<file path="src/rtl/gfx_raster_cmd_sched.sv">
// Draw-command scheduler: queues point/rect/line/triangle commands and issues them one at a time
// on the rasterizer's level-held write inputs, with a forced low cycle after each ack.
module gfx_raster_cmd_sched #(
  parameter int unsigned point_width    = 16,
  parameter int unsigned subpixel_width = 16,
  parameter int unsigned fifo_depth     = 4,
  parameter int unsigned timeout_cycles = 65535
) (
  input  logic                                  clk_i,
  input  logic                                  rst_i,
  input  logic                                  cmd_valid_i,
  output logic                                  cmd_ready_o,
  input  logic [2:0]                            cmd_op_i,
  input  logic [point_width+subpixel_width-1:0] cmd_p0x_i,
  input  logic [point_width+subpixel_width-1:0] cmd_p0y_i,
  input  logic [point_width+subpixel_width-1:0] cmd_p1x_i,
  input  logic [point_width+subpixel_width-1:0] cmd_p1y_i,
  input  logic [point_width+subpixel_width-1:0] cmd_p2x_i,
  input  logic [point_width+subpixel_width-1:0] cmd_p2y_i,
  input  logic                                  flush_i,
  input  logic                                  err_clr_i,
  output logic                                  point_write_o,
  output logic                                  rect_write_o,
  output logic                                  line_write_o,
  output logic                                  triangle_write_o,
  output logic [point_width+subpixel_width-1:0] dest_pixel0_x_o,
  output logic [point_width+subpixel_width-1:0] dest_pixel0_y_o,
  output logic [point_width+subpixel_width-1:0] dest_pixel1_x_o,
  output logic [point_width+subpixel_width-1:0] dest_pixel1_y_o,
  output logic [point_width+subpixel_width-1:0] dest_pixel2_x_o,
  output logic [point_width+subpixel_width-1:0] dest_pixel2_y_o,
  input  logic                                  raster_ack_i,
  output logic                                  busy_o,
  output logic [$clog2(fifo_depth):0]           fifo_level_o,
  output logic [15:0]                           done_cnt_o,
  output logic                                  err_illegal_o,
  output logic                                  err_timeout_o
);

  localparam int unsigned CW  = point_width + subpixel_width;
  localparam int unsigned AW  = $clog2(fifo_depth);
  localparam int unsigned LW  = AW + 1;
  localparam int unsigned WDW = (timeout_cycles < 2) ? 1 : $clog2(timeout_cycles + 1);

  typedef struct packed {
    logic [CW-1:0] p0x;
    logic [CW-1:0] p0y;
    logic [CW-1:0] p1x;
    logic [CW-1:0] p1y;
    logic [CW-1:0] p2x;
    logic [CW-1:0] p2y;
  } pts_t;

  typedef struct packed {
    logic [2:0] op;
    pts_t       pts;
  } cmd_t;

  typedef enum logic [1:0] {IDLE, ISSUE, GAP} state_t;

  cmd_t           mem [fifo_depth];
  cmd_t           cmd_in;
  cmd_t           head;
  logic [AW-1:0]  wr_ptr_q, rd_ptr_q;
  logic [LW-1:0]  level_q;
  logic           full, empty, push, pop, head_legal;

  state_t         state_q, state_d;
  logic [3:0]     write_q, write_d;
  pts_t           dest_q, dest_d;
  logic [WDW-1:0] wd_q, wd_d;
  logic [15:0]    done_q, done_d;
  logic           err_ill_q, err_ill_d, err_to_q, err_to_d;

  assign cmd_in     = '{op: cmd_op_i, pts: '{cmd_p0x_i, cmd_p0y_i, cmd_p1x_i, cmd_p1y_i, cmd_p2x_i, cmd_p2y_i}};
  assign head       = mem[rd_ptr_q];
  assign full       = (level_q == LW'(fifo_depth));
  assign empty      = (level_q == '0);
  assign push       = cmd_valid_i & ~full & ~flush_i;
  assign head_legal = (head.op >= 3'd1) && (head.op <= 3'd4);

  // Next-state and next-output logic; writes drop in IDLE/GAP so every ack is followed by a low cycle.
  always_comb begin
    state_d   = state_q;
    write_d   = write_q;
    dest_d    = dest_q;
    wd_d      = wd_q;
    done_d    = done_q;
    err_ill_d = err_clr_i ? 1'b0 : err_ill_q;
    err_to_d  = err_clr_i ? 1'b0 : err_to_q;
    pop       = 1'b0;
    case (state_q)
      IDLE, GAP: begin
        write_d = '0;
        state_d = IDLE;
        if (!empty) begin
          pop = 1'b1;
          if (head_legal) begin
            write_d = 4'(1) << (head.op - 3'd1);
            dest_d  = head.pts;
            wd_d    = '0;
            state_d = ISSUE;
          end else begin
            err_ill_d = 1'b1;
          end
        end
      end
      ISSUE: begin
        if (raster_ack_i) begin
          write_d = '0;
          done_d  = done_q + 16'd1;
          state_d = GAP;
        end else begin
          // Saturating watchdog: the timeout event fires once, on the cycle the count reaches the limit.
          if (wd_q != WDW'(timeout_cycles)) wd_d = wd_q + WDW'(1);
          if ((timeout_cycles != 0) && (wd_q == WDW'(timeout_cycles - 1))) err_to_d = 1'b1;
        end
      end
      default: begin
        write_d = '0;
        state_d = IDLE;
      end
    endcase
  end

  always_ff @(posedge clk_i or posedge rst_i) begin
    if (rst_i) begin
      state_q   <= IDLE;
      write_q   <= '0;
      dest_q    <= '0;
      wd_q      <= '0;
      done_q    <= '0;
      err_ill_q <= 1'b0;
      err_to_q  <= 1'b0;
    end else begin
      state_q   <= state_d;
      write_q   <= write_d;
      dest_q    <= dest_d;
      wd_q      <= wd_d;
      done_q    <= done_d;
      err_ill_q <= err_ill_d;
      err_to_q  <= err_to_d;
    end
  end

  // FIFO pointers; flush drops any same-cycle push and empties whatever a same-cycle pop leaves.
  always_ff @(posedge clk_i or posedge rst_i) begin
    if (rst_i) begin
      wr_ptr_q <= '0;
      rd_ptr_q <= '0;
      level_q  <= '0;
    end else if (flush_i) begin
      rd_ptr_q <= wr_ptr_q;
      level_q  <= '0;
    end else begin
      if (push) wr_ptr_q <= wr_ptr_q + AW'(1);
      if (pop)  rd_ptr_q <= rd_ptr_q + AW'(1);
      level_q <= level_q + LW'(push) - LW'(pop);
    end
  end

  always_ff @(posedge clk_i) begin
    if (push) mem[wr_ptr_q] <= cmd_in;
  end

  assign cmd_ready_o      = ~full;
  assign fifo_level_o     = level_q;
  assign busy_o           = (state_q != IDLE) | ~empty;
  assign point_write_o    = write_q[0];
  assign rect_write_o     = write_q[1];
  assign line_write_o     = write_q[2];
  assign triangle_write_o = write_q[3];
  assign dest_pixel0_x_o  = dest_q.p0x;
  assign dest_pixel0_y_o  = dest_q.p0y;
  assign dest_pixel1_x_o  = dest_q.p1x;
  assign dest_pixel1_y_o  = dest_q.p1y;
  assign dest_pixel2_x_o  = dest_q.p2x;
  assign dest_pixel2_y_o  = dest_q.p2y;
  assign done_cnt_o       = done_q;
  assign err_illegal_o    = err_ill_q;
  assign err_timeout_o    = err_to_q;

endmodule

</file>
<file path="config.mk">
export PLATFORM = sky130hd
export DESIGN_NAME = gfx_raster_cmd_sched
export DESIGN_NICKNAME = d
export VERILOG_FILES = /design/src/rtl/gfx_raster_cmd_sched.sv
export SDC_FILE = /design/constraint.sdc
export NUM_CORES = 1
export LEC_CHECK = 0
export BUFFER_PORTS_ARGS = -buffer_cell sky130_fd_sc_hd__buf_2
export CORE_UTILIZATION = 55
export DETAILED_ROUTE_END_ITERATION = 7
export PLACE_DENSITY = 0.87
export RECOVER_POWER = 25
export SYNTH_ARGS = -nofsm -noshare
export SYNTH_HDL_FRONTEND = slang
export SYNTH_SLANG_ARGS = --single-unit
</file>
<file path="constraint.sdc">
create_clock -name clk_i -period 9.6 [get_ports clk_i]
set_input_delay 0.48 -clock clk_i [delete_from_list [all_inputs] [get_ports clk_i]]
set_output_delay 0.48 -clock clk_i [all_outputs]
set_load 0.02 [all_outputs]
</file>
# Word-level counts from Yosys, hierarchy flattened
# Memories as Yosys holds them, arrays and structs flattened.
# Index checks and enable logic that the tools add are counted.
[word_totals]
register_bits = 239
ramBits = 780
n_memories = 1
elab_cells = 81
output_inout_bits = 219
input_bits = 201
[memory_table]
columns = ["name", "words", "word_bits", "read_ports", "rd_ports_with_merged_regs", "wr", "line_no", "rtl"]
rows = [
  ["mem", 4, 195, 1, 0, 1, "61", "cmd_t mem [fifo_depth];"],
]
[classes]
muxes = 28
eq_ne = 10
reduce_logical = 11
bitwise_logic = 6
n_shift = 1
n_lt_le_gt_ge = 2
n_addsub = 7
[ops]
columns = ["operator", "n"]
rows = [
  ["$mux W16", 4],
  ["$add A16 B1 Y16 const B", 2],
  ["$pmux W16 S2", 1],
  ["$eq A16 B16 Y1 const B", 1],
  ["$ne A16 B16 Y1 const B", 1],
  ["$mux W1", 14],
  ["$mux W4", 3],
  ["$ne A2 B2 Y1 const B", 5],
  ["$pmux W4 S2", 1],
  ["$mux W2", 3],
  ["$reduce_bool A2 Y1", 3],
  ["$reduce_and A5 Y1", 1],
  ["$add A2 B1 Y2 const B", 2],
  ["$pmux W2 S2", 1],
  ["$reduce_and A2 Y1", 2],
  ["$shl A1 B3 Y4 const A", 1],
  ["$add A3 B1 Y3", 1],
  ["$eq A3 B3 Y1 const B", 1],
  ["$ge A3 B1 Y1 const B", 1],
  ["$le A3 B3 Y1 const B", 1],
  ["$logic_not A3 Y1", 1],
  ["$mux W3", 1],
  ["$not A1 Y1", 3],
  ["$reduce_and A3 Y1", 1],
  ["9 further kinds", 10],
]

# Depth between registers and ports, before layout
# Gate-level depths: netlist of run 1.
[depth]
depth_word = 7
ltp_mapped = 13
mapped_depth_nobuf = 12

# Least setup slack after synthesis of run 1
# No wires, ideal clock.
[synth_path]
path_kind = "register to register"
startpoint = "register level_q[1], in the netlist fifo_level_o[1]"
endpoint = "memory mem[0][0] in the netlist's numbering, enable pin"
slack_ns = 3.378
setup_time_ns = 0.579
n_path_buf = 1
t_arrival_ns = 5.643
t_required_ns = 9.021
stages_incl_launch_ff = 6
synth_period_minus_slack_ns = 6.222
cell_sequence = "dfrtp_1 nor2_1 nand2_1 and3b_1 clkbuf_1 and2_1"
[synth_between]
elab_chain_cells = 6
[synth_lines]
columns = ["item", "line_no", "rtl"]
rows = [
  ["start, declared", "65", "logic [LW-1:0] level_q;"],
  ["start signal, assigned", "158", "level_q <= level_q + LW'(push) - LW'(pop);"],
  ["$eq A3 B3 Y1", "77", "assign full = (level_q == LW'(fifo_depth));"],
  ["$not A1 Y1", "-", ""],
  ["net cmd_ready_o", "12", "output logic cmd_ready_o,"],
  ["$and A1 B1 Y1 (2 in series)", "79", "assign push = cmd_valid_i & ~full & ~flush_i;"],
  ["$mux W1", "163", "if (push) mem[wr_ptr_q] <= cmd_in;"],
  ["$mux W1 (not written as such)", "163", ""],
  ["end, declared", "61", ""],
]
# The timed path passes the listed nets, and every way through them passes these cells.

# Final worst setup path of run 1
[layout_path]
startpoint = "register rd_ptr_q[1]"
endpoint = "register dest_q, in the netlist dest_pixel1_y_o[30]"
[layout_between]
elab_chain_cells = 4
word_cells_on_any_way = 5
classes_between = "order compare: 2; reduce/logical: 2; memory: 1"
[layout_lines]
columns = ["item", "line_no", "rtl"]
rows = [
  ["start, declared", "64", "logic [AW-1:0] wr_ptr_q, rd_ptr_q;"],
  ["start signal, assigned", "153", "rd_ptr_q <= wr_ptr_q;"],
  ["start signal, assigned", "157", "if (pop) rd_ptr_q <= rd_ptr_q + AW'(1);"],
  ["$mem_v2 Z4 W195 (*)", "-", ""],
  ["$ge A3 B1 Y1 / $le A3 B3 Y1 (equally long branches)", "80", "assign head_legal = (head.op >= 3'd1) && (head.op <= 3'd4);"],
  ["$logic_and A1 B1 Y1", "80", ""],
  ["$reduce_and A3 Y1 (no source line)", "-", ""],
  ["end signal, assigned", "138", "dest_q <= dest_d;"],
  ["end, declared", "70", "pts_t dest_q, dest_d;"],
]
# Every way passes the cells marked *; elsewhere a longest branch is shown, timed or not.
# A chain may end at the register's enable or synchronous reset.

==> metrics.yaml, run 1 <==
yosysSeqAreaShare_pct: 76.4
syn_area_per_cell_um2: 23.1
routabilityCongestion: 0.760
synth_largest_area_cell: "edfxtp_1"
synth.distinct_cells: 49
max-slew-margin-rel_pct: 26.5
drt_iter0_markers: 1516
report.final.setup_viol: 0
layout_setup_ws_ns: 4.36
ys_seq_elements: 1019
top_layer: "met5"
crit_top_cell: "buf_4"
synthesis.nets: 1878
tightestPinTransition_ns: 1.10
port_buffers: 419
fp-row-count: 96
dp_hpwl_um: 45600
syn-cell-area_mm2: 0.0385
place_ws_ns: 4.32
drc: 0
wl_met3_um: 4340
firstDrtPassIters: 5
dp_cells: 2963
vdd_drop_max_mv: 0.261
synth_top_cell_area_share_pct: 60.9
crit_family: "buffers and inverters"
synth_fa_ha_area_share_pct: 0.377
htreeDepth: 3
synth_top_family_by_area: "multiplexers"
worstSetupEndpointType: "flop"
slowest_stage: "buf_4"
cts_num_sinks: 1019
fp.dieW_um: 266
max_freq_ghz: 0.191
io_pins: 420
maxCapViolCount: 0
fp.coreArea_mm2: 0.0689
cts.path.max_buffers: 3
synthMuxAreaShare_pct: 19.0
grt_start_max_net_pins: 143
met1_length_um: 29900
nNetsFinal: 2361
fin_worst_skew_ns: 0.0327
synthXorXnorAreaFrac_pct: 0.455
arrival_ns: 5.75
clk_latency_ns: 0.65
synthCells: 1666
vias_per_cell: 5.74
drive_above_1_share_pct: 37.4
hold_viol: 0
cts_tree: "built"
grt_use_total_pct: 22.6
crit_fanout: 49
fin_crit_sh_pct: 54.5
path_clk_slew_ns: 0.06
rsz0062_at_grt: "no"
finalCriticalPeriod_ns: 5.24
crit_type: "flop to flop"
synthToLayoutAreaGrowth_pct: 16.1
synth_flop_cell: "edfxtp_1"
synth-edff-count: 780
timing.critical_path.buf_inv: 4
ys_warn_count: 0
routedWlPerCell_um: 25.2
dr_total_vias: 18200
root_buffer: "clkbuf_16"
synth-compound-area-share_pct: 0.667
synth_area_leaders: "edfxtp_1 61%, dfrtp_1 16%, mux4_2 11%"
die_h_um: 266
overflow: 0
outcome: "complete, no violations"
start_util_pct: 55.8
synth_simple_gate_area_share_pct: 1.49
die_area_mm2: 0.0710
grt_pass1_wl_um: 120000
hp-class: "primary input to flop"
hold_slack_ns: 0.0666
met2WireLength_um: 42900
power_density_mw_per_mm2: 326
critical_path_required_ns: 10.12
grt_pass1_vias: 19400
numCtsBuffers: 97
post_cts_buffers: 0
wl_um: 79900
path_cells: "buf_4 -> mux4_2 -> nor2_4 -> inv_1 -> ha_1 -> nor3_1 -> a21boi_4 -> buf_4 -> buf_4 -> mux2_4"
cp-start-kind: "flop"
tns_ns: 0
cpPeakStageDelay_ns: 0.90
final_antenna_net_count: 0
antenna_found_initial: 9
synth-async-reset-ratio_pct: 23.5
fin_cells: 3173
power.leakage_nw: 16.1
slew_viol_final: 0
==> worst reg2reg max path, stage by stage, from the launching register on <==
cell      delay [ns]
dfrtp_4         0.81
buf_4           0.71
mux4_2          0.50
nor2_4          0.19
inv_1           0.06
ha_1            0.20
nor3_1          0.29
a21boi_4        0.28
buf_4           0.70
buf_4           0.97
mux2_4          0.41
==> power breakdown <==
group	switching (mW)	internal (mW)
clock network	1.62	2.20
registers	0.500	5.62
logic	2.29	2.33
total	4.41	10.1
==> layer usage <==
layer	track usage, %	up-vias
li1	-	7739
met2	39.3	693
met1	28.2	9610
met3	3.78	178
met5	0	-
met4	9.06	2
==> cell usage after synthesis (all sizes together), types with 3 or more instances <==
cell and number:
xnor2 14, o31ai 9, mux2 195, nand4 11
or3 7, edfxtp 780, and4 3, nor3b 3
nor4 4, or4 8, o21ai 11, nand2b 3
and2 9, ha 10, xor2 6, mux4 194
inv 13, nor2 9, dfrtp 239, buf 45
nor3 3, nand2 16, a21oi 12, nand3 12
clkbuf 30
==> final timing paths <==
kind	from	end	slack (ns)	cells after the start
setup / recovery	rd_ptr_q[1]	dest_pixel1_y_o[30]	4.36	10
hold / removal	cmd_p0x_i[12]	mem[2][172]	0.07	1
setup reg to reg	rd_ptr_q[1]	dest_pixel1_y_o[30]	4.36	10
hold reg to reg	done_cnt_o[15]	done_cnt_o[15]	0.50	1
max in group asynchronous	rst_i	dest_pixel2_x_o[12]	7.58	4
min in group asynchronous	rst_i	dest_pixel0_y_o[12]	0.50	3
==> metrics by stage <==
| stage | area, um^2 | utilization [%] | total power [mW] |
|---|---|---|---|
| final | 44700 | 64.8 | 14.6 |
| after global placement | 41400 | 60.1 | 10.6 |
| after global routing | 44700 | 64.8 | 15.1 |
| after CTS | 44800 | 65.0 | 14.7 |
| after detailed placement | 41400 | 60.1 | 10.8 |
| after floorplan | 38500 | - | 9.70 |
==> state kept, by name, summed over array words and instances (netlist names), 2 cells and up <==
name,cells
dest_pixel1_y_o,32
rd_ptr_q,2
dest_pixel0_x_o,32
dest_pixel1_x_o,32
dest_pixel2_x_o,32
write_q,4
done_cnt_o,16
fifo_level_o,3
mem,780
dest_pixel0_y_o,32
wr_ptr_q,2
dest_pixel2_y_o,32
state_q,2
wd_q,16
==> cell usage in the layout, fill, tap and decap left out, types with 4 or more instances in the layout <==
master         netlist  final
and2_1               9      5
mux2_4             192    192
clkinv_2             0     14
buf_2               19    268
nand4_1             11     11
o31ai_1              9      9
ha_1                10     10
clkbuf_16            0     99
and2_4               0      4
diode_2              0     11
clkbuf_8             0     15
bufinv_16            0      6
a21oi_1             12     12
xnor2_1             14     14
or3_1                7      7
inv_1               13     12
dlygate4sd3_1        0     18
or4_1                8      8
nand3_1             12     12
o21ai_0              8      8
dfrtp_1            239    237
buf_4                1     19
nand2_1             16     16
xor2_1               6      6
edfxtp_1           780    780
mux4_2             194    194
clkbuf_1            30    183
clkinv_1             0      6
nor2_1               8      8
==> kinds of logic after synthesis <==
kind of cell,Yosys count
DFF,1019
AOI/OAI and AO/OA,40
adders and majority gates,11
buffers and inverters,88
muxes,391
xor gates and xnor gates,20
and+or+nand+nor,97
==> what timing repair did <==
action,4_1_cts,5_1_grt
resized for setup,0,0
endpoints found under the setup margin,0,0
hold buffers,18,0
endpoints found under the hold margin,62,0
==> cell type report <==
cell class                 count  area (um^2)
sequential                  1019        29400
fill                        4454        24300
multi-input combinational    559         8480
clock buffer                 146         2800
timing repair buffer         459         2290
tap                          931         1160
clock inverter                35          433
inverter                      13         56.3
antenna                       11         27.5
(Power assumes the default switching activity.)
==> run 2, diff against run 1 <==
==> constraint.sdc (replaced) <==
create_clock -name clk_i -period 5.1 [get_ports clk_i]
set_input_delay 0.255 -clock clk_i [delete_from_list [all_inputs] [get_ports clk_i]]
set_output_delay 0.255 -clock clk_i [all_outputs]
set_load 0.02 [all_outputs]
==> run 2 against run 1 <==
Effect of this change:
- worst hold slack better by 0.11 ns
- first-iteration DRC count up 18%
- clock power up 88%
- power up 91%
- critical path depth down 2
- final cell count up 6.0%
- sequential cell count unchanged
- clock skew about the same
- non-clock buffer count up 188
- wire length up 6.5%
==> metrics.yaml, run 2 (same netlist as run 1, synthesis figures left out) <==
outcome: "complete, no violations"
vias_per_cell: 5.74
cts.path.max_buffers: 3
path_cells: "mux4_2 -> nor2_4 -> inv_1 -> ha_1 -> nor3_1 -> a21boi_4 -> buf_12 -> mux2_4"
antenna_found_initial: 11
io_pins: 420
path_clk_slew_ns: 0.07
layout_setup_ws_ns: 1.40
hp-class: "primary input to flop"
maxCapViolCount: 0
critical_path_required_ns: 5.63
post_cts_buffers: 0
grt_start_max_net_pins: 139
slew_viol_final: 0
numCtsBuffers: 98
regArea_mm2: 0.0294
max_freq_ghz: 0.270
dp_cells: 2970
finalCriticalPeriod_ns: 3.70
p_switching_mw: 8.65
power_density_mw_per_mm2: 595
fin_crit_sh_pct: 72.6
final_cell_mix: "780 x edfxtp_1, 271 x buf_2, 237 x dfrtp_1, 199 x dlygate4sd3_1, 194 x mux4_2"
fill_cells: 4257
report.final.setup_viol: 0
p_comb_share_pct: 32.9
crit_type: "flop to flop"
worstSetupEndpointType: "flop"
dp_hpwl_um: 46600
cp-start-kind: "flop"
drt_iter0_markers: 1789
largest_reg_flops: 780
power.leakage_nw: 16.9
switching_share_pct: 31.1
pwr-share-clk_pct: 25.9
hold_slack_ns: 0.179
fp-row-count: 96
firstDrtPassIters: 7
die_h_um: 266
final_antenna_net_count: 0
start_util_pct: 55.8
rsz0062_at_grt: "no"
final_common_cell: "edfxtp_1"
routedWlPerCell_um: 25.3
grt_pass1_wl_um: 128000
cts_num_sinks: 1019
vdd_drop_max_mv: 0.505
fin_cells: 3364
clk_latency_ns: 0.66
drive_above_1_share_pct: 35.1
dr_total_vias: 19300
seqPwrFrac_pct: 41.2
max-slew-margin-rel_pct: 31.4
die_area_mm2: 0.0710
overflow: 0
grt_pass1_vias: 20900
hold_viol: 0
slowest_stage: "a21boi_4"
cpPeakStageDelay_ns: 0.64
tightestPinTransition_ns: 1.03
fin_worst_skew_ns: 0.0324
fp.coreArea_mm2: 0.0689
tns_ns: 0
htreeDepth: 3
drc: 0
cts_tree: "built"
place_ws_ns: 1.42
finalPower_mw: 27.8
port_buffers: 419
routabilityCongestion: 0.772
intPower_mw: 19.1
fp.dieW_um: 266
regMostFlops: "mem"
root_buffer: "clkbuf_16"
r2r_slack_ns: 1.40
multi_input_area_mm2: 0.00848
synthToLayoutAreaGrowth_pct: 21.2
grt_use_total_pct: 24.2
nNetsFinal: 2550
arrival_ns: 4.23
wl_um: 85100
crit_fanout: 66
[run 2: cell count changes in the layout (fill, tap and decap cells not counted), sizes merged]
cell | before | now
dlygate4sd3 | 18 | 199
clkbuf | 297 | 277
clkinv | 26 | 43
buf | 290 | 300
clkinvlp | 1 | 5
bufinv | 6 | 5
diode | 11 | 10
inv | 15 | 16
[run 2: area by class of cell]
class / instances / share of cell area, %
Sequential cell: 1019 / 63.1
Clock inverter: 56 / 1.07
Antenna cell: 10 / 0.0537
Timing Repair Buffer: 647 / 9.19
Tap cell: 931 / 2.50
Clock buffer: 129 / 5.82
Inverter: 13 / 0.113
Multi-Input combinational cell: 559 / 18.2
[run 2: critical path: cells and delay by family, from the launching register on]
family | cells | cell delay [ns]
fa+ha+maj | 1 | 0.22
buf+inv | 2 | 0.57
mux | 2 | 0.96
flops | 1 | 0.59
simple gates | 2 | 0.50
compound gates | 1 | 0.64
[run 2: worst paths after layout]
kind,start,cells past startpoint,end
setup / recovery,rd_ptr_q[0],8,dest_pixel1_y_o[12]
hold / removal,cmd_valid_i,3,wr_ptr_q[0]
setup reg to reg,rd_ptr_q[0],8,dest_pixel1_y_o[12]
hold reg to reg,done_cnt_o[15],1,done_cnt_o[15]
max in group asynchronous,rst_i,4,rd_ptr_q[0]
min in group asynchronous,rst_i,3,dest_pixel0_y_o[11]
[run 2: timing repair]
| action | 4_1_cts | 5_1_grt |
|---|---|---|
| hold endpoints to repair | 806 | 0 |
| resized for setup | 0 | 0 |
| hold buffers | 199 | 0 |
[run 2: stage by stage]
stage	area [um^2]	util [%]
final	46600	67.6
after global routing	46600	67.6
after CTS	46800	67.9
after detailed placement	41600	60.3
after global placement	41600	60.3
after floorplan	38500	-
[run 2: power by group through the flow]
| stage | registers, mW | logic (mW) | clock network (mW) |
|---|---|---|---|
| floorplan | 12.3 | 5.84 | 0 |
| global placement | 11.4 | 8.66 | 0 |
| detailed placement | 11.5 | 8.95 | 0 |
| CTS | 11.4 | 9.17 | 7.26 |
| global route | 11.5 | 9.60 | 7.61 |
| finish | 11.4 | 9.14 | 7.20 |
[run 2: routing by layer]
metal	vias to the layer above	GRT usage [%]	wire [um]
met5	-	0	27
li1	8120	-	-
met2	846	41.4	45100
met1	10200	30.2	31500
met3	196	4.15	4930
met4	4	11.2	3540
